<file path="src/rtl/spi_master_tx.sv">
// SPI mode-0 transmit-only master: accepts one word, frames it with chip select,
// shifts it MSB first on sclk, then enforces a minimum cs-high guard time.
module spi_master_tx #(
  parameter int reg_width   = 8,
  parameter int half_period = 2,
  parameter int guard       = 2
) (
  input  logic                 sys_clk,
  input  logic                 rstn,
  input  logic [reg_width-1:0] tx_data,
  input  logic                 tx_valid,
  output logic                 tx_ready,
  output logic                 cs,
  output logic                 sclk,
  output logic                 mosi,
  output logic                 busy,
  output logic                 done,
  output logic [2:0]           dbg_state_o
);

  localparam int HCW = $clog2(half_period) + 1;
  localparam int BCW = $clog2(reg_width) + 1;
  localparam int GCW = $clog2(guard) + 1;

  localparam logic [HCW-1:0] HP_LAST  = HCW'(half_period - 1);
  localparam logic [BCW-1:0] BIT_LAST = BCW'(reg_width - 1);
  localparam logic [GCW-1:0] G_LAST   = GCW'(guard - 1);

  typedef enum logic [2:0] {
    IDLE  = 3'd0,
    LEAD  = 3'd1,
    SHIFT = 3'd2,
    TRAIL = 3'd3,
    GUARD = 3'd4
  } state_t;

  state_t                 state_q, state_d;
  logic [HCW-1:0]         hp_cnt_q, hp_cnt_d;
  logic [BCW-1:0]         bit_cnt_q, bit_cnt_d;
  logic [GCW-1:0]         g_cnt_q, g_cnt_d;
  logic [reg_width-1:0]   shreg_q, shreg_d;
  logic                   cs_q, cs_d;
  logic                   sclk_q, sclk_d;
  logic                   done_q, done_d;
  logic                   busy_q, busy_d;
  logic                   ready_q, ready_d;
  logic                   accept;

  // Handshake: a word transfers on a rising edge where tx_valid is high and the
  // block is idle, or on the edge that ends the guard time (the first edge the
  // block would otherwise spend idle), so a held tx_valid gives exactly guard
  // cycles of cs high between frames. tx_ready flags the idle state.
  always_comb begin
    state_d   = state_q;
    hp_cnt_d  = hp_cnt_q;
    bit_cnt_d = bit_cnt_q;
    g_cnt_d   = g_cnt_q;
    shreg_d   = shreg_q;
    cs_d      = cs_q;
    sclk_d    = sclk_q;
    done_d    = 1'b0;
    accept    = 1'b0;

    case (state_q)
      IDLE: begin
        accept = tx_valid;
      end
      LEAD: begin
        if (hp_cnt_q == HP_LAST) begin
          hp_cnt_d = '0;
          sclk_d   = 1'b1;
          state_d  = SHIFT;
        end else begin
          hp_cnt_d = hp_cnt_q + 1'b1;
        end
      end
      SHIFT: begin
        if (hp_cnt_q == HP_LAST) begin
          hp_cnt_d = '0;
          if (sclk_q) begin
            sclk_d = 1'b0;
            // The last falling edge leaves the final bit on mosi through TRAIL.
            if (bit_cnt_q == BIT_LAST) begin
              state_d = TRAIL;
            end else begin
              bit_cnt_d = bit_cnt_q + 1'b1;
              shreg_d   = {shreg_q[reg_width-2:0], 1'b1};
            end
          end else begin
            sclk_d = 1'b1;
          end
        end else begin
          hp_cnt_d = hp_cnt_q + 1'b1;
        end
      end
      TRAIL: begin
        if (hp_cnt_q == HP_LAST) begin
          hp_cnt_d = '0;
          g_cnt_d  = '0;
          cs_d     = 1'b1;
          shreg_d  = '1;
          done_d   = 1'b1;
          state_d  = GUARD;
        end else begin
          hp_cnt_d = hp_cnt_q + 1'b1;
        end
      end
      GUARD: begin
        if (g_cnt_q == G_LAST) begin
          g_cnt_d = '0;
          if (tx_valid) accept = 1'b1;
          else          state_d = IDLE;
        end else begin
          g_cnt_d = g_cnt_q + 1'b1;
        end
      end
      default: begin
        state_d = IDLE;
      end
    endcase

    if (accept) begin
      state_d   = LEAD;
      shreg_d   = tx_data;
      cs_d      = 1'b0;
      sclk_d    = 1'b0;
      hp_cnt_d  = '0;
      bit_cnt_d = '0;
    end

    busy_d  = (state_d != IDLE);
    ready_d = (state_d == IDLE);
  end

  always_ff @(posedge sys_clk or negedge rstn) begin
    if (!rstn) begin
      state_q   <= IDLE;
      hp_cnt_q  <= '0;
      bit_cnt_q <= '0;
      g_cnt_q   <= '0;
      shreg_q   <= '1;
      cs_q      <= 1'b1;
      sclk_q    <= 1'b0;
      done_q    <= 1'b0;
      busy_q    <= 1'b0;
      ready_q   <= 1'b1;
    end else begin
      state_q   <= state_d;
      hp_cnt_q  <= hp_cnt_d;
      bit_cnt_q <= bit_cnt_d;
      g_cnt_q   <= g_cnt_d;
      shreg_q   <= shreg_d;
      cs_q      <= cs_d;
      sclk_q    <= sclk_d;
      done_q    <= done_d;
      busy_q    <= busy_d;
      ready_q   <= ready_d;
    end
  end

  // The shift register MSB is the mosi flop; it is all ones whenever cs is high.
  assign mosi        = shreg_q[reg_width-1];
  assign cs          = cs_q;
  assign sclk        = sclk_q;
  assign done        = done_q;
  assign busy        = busy_q;
  assign tx_ready    = ready_q;
  assign dbg_state_o = state_q;

endmodule

</file>
<file path="config.mk">
export PLATFORM = sky130hd
export DESIGN_NAME = spi_master_tx
export DESIGN_NICKNAME = d
export VERILOG_FILES = /design/src/rtl/spi_master_tx.sv
export SDC_FILE = /design/constraint.sdc
export NUM_CORES = 1
export LEC_CHECK = 0
export BUFFER_PORTS_ARGS = -buffer_cell sky130_fd_sc_hd__buf_2
export CAP_MARGIN = 10
export CORE_ASPECT_RATIO = 0.8
export CORE_MARGIN = 10
export CORE_UTILIZATION = 40
export DETAILED_ROUTE_END_ITERATION = 7
export GPL_TIMING_DRIVEN = 0
export MAX_ROUTING_LAYER = met4
export PLACE_DENSITY_LB_ADDON = 0.05
export SYNTH_ARGS = -nofsm -noshare
export SYNTH_HDL_FRONTEND = slang
export SYNTH_SLANG_ARGS = --single-unit
</file>
<file path="constraint.sdc">
create_clock -name sys_clk -period 2.1 [get_ports sys_clk]
set_clock_uncertainty 0.05 [all_clocks]
set_input_delay 0.21 -clock sys_clk [delete_from_list [all_inputs] [get_ports sys_clk]]
set_output_delay 0.21 -clock sys_clk [all_outputs]
set_load 0.1 [all_outputs]
</file>
==> qor.csv <==
stage,metric,value,unit
floorplanning,coreArea,2744,um^2
layout,fillers,270,
synth,synth_area,1149,um^2
global_routing,grt_usage,10.78,%
routing,final_antenna_net_count,0,
layout,multi_input_area,488.0,um^2
floorplanning,die_h,67.93,um
floorplanning,die_x,79.91,um
sta,tns,0,ns
setup_path,worst-path-max-fanout,8,
routing,wl_per_cell,13.51,um
cts,clkTransAtPathRegs,0.14,ns
setup_path,rrSetupSlack,0.29,ns
synth,synth_cells,123,
floorplanning,rows,17,
floorplanning,ioPinCount,20,
sta,rsz0062_at_grt,false,
outcome,outcome,"finished, final reports clean",
cts,clk_path_buf_depth,2,
cts,htreeDepth,1,
routing,drt_iter0_markers,43,
global_routing,first_global_vias,949,
cts,cts_sinks,24,
synth,async_reset_ff_share,100.0,%
global_routing,grt.overflow.total,0,
place,post_dp_cell_area,1292,um^2
run,maxCapViolations,0,
setup_path,worstReg2RegStart,bit_cnt_q[0]$_DFFE_PN0P_,
layout,drive_gt1_share,27.89,%
cts,insertion_delay,0.32,ns
synth,synth_seq_cells,24,
setup_path,crit_start,bit_cnt_q[0]$_DFFE_PN0P_,
global_routing,grt_max_degree,25,
layout,fin_util,49.38,%
routing,first_pass_iters,4,
synth,synth_cell_types,28,
routing,wirelength,2.500,mm
sta,max_freq,0.5539,GHz
synth,synth_area_per_cell,9.338,um^2
layout,area_growth,17.97,%
floorplanning,start_util,41.86,%
setup_path,worstPathRequired,2.28,ns
sta,relSlewSlack,64.48,%
layout,diodes,0,
setup_path,critical_path.endpoint,shreg_q[3]$_DFFE_PN1P_,
synth,synth_edf_count,0,
global_routing,grt_pass1_wl,4.540,mm
routing,viasPerCell,5.097,
layout,fin_area,1355,um^2
setup_path,start_kind,flop,
cts,cts_root_buffer,clkbuf_4,
layout,fin_nets,160,
layout,regArea,614.3,um^2
cts,cts_buffers,3,
sta,post-route-min-period,1.805,ns
place,hpwlAfterDp,1.879,mm
synth,synth_ff_type,dfrtp_1,
setup_path,r2r_cells,6,
sta,finalHoldViolCount,0,
routing,vias,943,
floorplanning,die_area,5428,um^2
setup_path,critPathArrivalTime,1.99,ns
setup_path,critPathCaptureType,flop,
min_path,hold_class,in -> reg,
setup_path,path_class,reg -> reg,
place,port_buffers,19,
sta,setup-violations-final,0,
synth,synth_seq_area_share,53.38,%
synth,yosys_warnings,0,
global_routing,antenna_found_initial,0,
sta,fin_crit_sh,85.97,%
routing,drc,0,
synth,syn_nets,135,
sta,hold_ws,0.05276,ns
place,gp_congestion,0.7614,
sta,tightest_slew,0.5328,ns
sta,slew_viol_final,0,
cts,cts_tree,yes,
setup_path,timing.rr.end,shreg_q[3]$_DFFE_PN1P_,
[synthesized netlist by cell type (2+ instances only)]
| library cell | n | area, um^2 |
|---|---|---|
| a211oi_1 | 7 | 52.55 |
| dfrtp_1 | 14 | 350.3 |
| nand3b_1 | 2 | 15.01 |
| nand3_1 | 5 | 25.02 |
| buf_2 | 5 | 25.02 |
| and3_1 | 2 | 12.51 |
| a21oi_1 | 7 | 35.03 |
| o211a_1 | 2 | 20.02 |
| nor2_1 | 31 | 116.4 |
| nor2b_1 | 4 | 25.02 |
| nor3_1 | 3 | 15.01 |
| nand2_1 | 6 | 22.52 |
| o211ai_1 | 2 | 15.01 |
| o21ai_0 | 6 | 30.03 |
| dfstp_2 | 10 | 262.8 |
| inv_1 | 5 | 18.77 |
[flip-flops by register name, summed over array words and instances (netlist names)]
| signal | count |
|---|---|
| bit_cnt_q | 4 |
| busy | 1 |
| hp_cnt_q | 2 |
| sclk | 1 |
| cs | 1 |
| shreg_q | 8 |
| dbg_state_o | 3 |
| tx_ready | 1 |
| done | 1 |
| g_cnt_q | 2 |
[how the worst min path moves through the flow]
stage               start                        to  slack [ns]  cells after the start
6_report       tx_data[6]    shreg_q[6]$_DFFE_PN1P_        0.05                      3
5_1_grt        tx_data[6]    shreg_q[6]$_DFFE_PN1P_        0.03                      3
4_1_cts        tx_data[6]    shreg_q[6]$_DFFE_PN1P_        0.04                      3
2_1_floorplan        rstn  bit_cnt_q[0]$_DFFE_PN0P_       -0.14                      0
3_3_place_gp         rstn  dbg_state_o[0]$_DFF_PN0_        0.17                      1
3_5_place_dp         rstn  dbg_state_o[0]$_DFF_PN0_        0.17                      1
[layout by cell type (no fill, tap or decap), types with 2 or more instances in the layout]
master and instances:
dfstp_2 10, nor3_1 3, a211oi_1 7, nand3_1 5
a21oi_1 7, and3_1 2, buf_2 24, dfrtp_1 13
o21ai_0 6, inv_1 5, o211ai_1 2, nor2b_1 4
o211a_1 2, nor2_1 31, nand3b_1 2, clkbuf_4 3
nand2_1 6
[cell families (layout without fill, tap and decap cells)]
family	count (synthesis)	after routing	share of synthesized area, %
adder cells (fa/ha/maj)	1	1	1.089
AND/OR/NAND/NOR	60	60	25.71
flip-flops	24	24	53.38
buffers and inverters	11	35	4.139
XOR/XNOR	2	2	1.525
AO/OA/AOI/OAI	25	25	14.16
[worst max-delay path, stage by stage (launching register included)]
cell	delay, ns
dfrtp_1	0.44
ha_1	0.24
nand3b_1	0.19
a21oi_1	0.10
or2_1	0.20
clkbuf_1	0.21
a211oi_1	0.29
[per-layer routing]
layer	part of all wire, %	global-route usage [%]
met1	47	12.64
met2	47	17.40
met3	5.4	3.796
met4	0.52	2.632
met5	0	-
[per-stage QoR]
stage	setup slack [ns]	std cells
after floorplan	0.02119	123
after global placement	0.3625	180
after detailed placement	0.3170	180
after CTS	0.3012	185
after global routing	0.1590	185
final	0.2947	185
[final cells by class]
class	instances	area share, %
clock buffers	3	1.662
multi-input cells	88	36.01
plain buffers	6	2.124
inverters	5	1.385
repair buffers	20	7.756
clock inverters	1	2.216
well taps	38	3.509
flip-flops and latches	24	45.34
[what timing repair did]
item,4_1_cts,5_1_grt
resized for setup,0,0
hold buffers,1,0
setup buffers,0,0
hold endpoints to repair,14,0
Power is left out: the tool's default activity adds up to more than one toggle a clock period on the data nets, which glitch-free logic cannot reach.
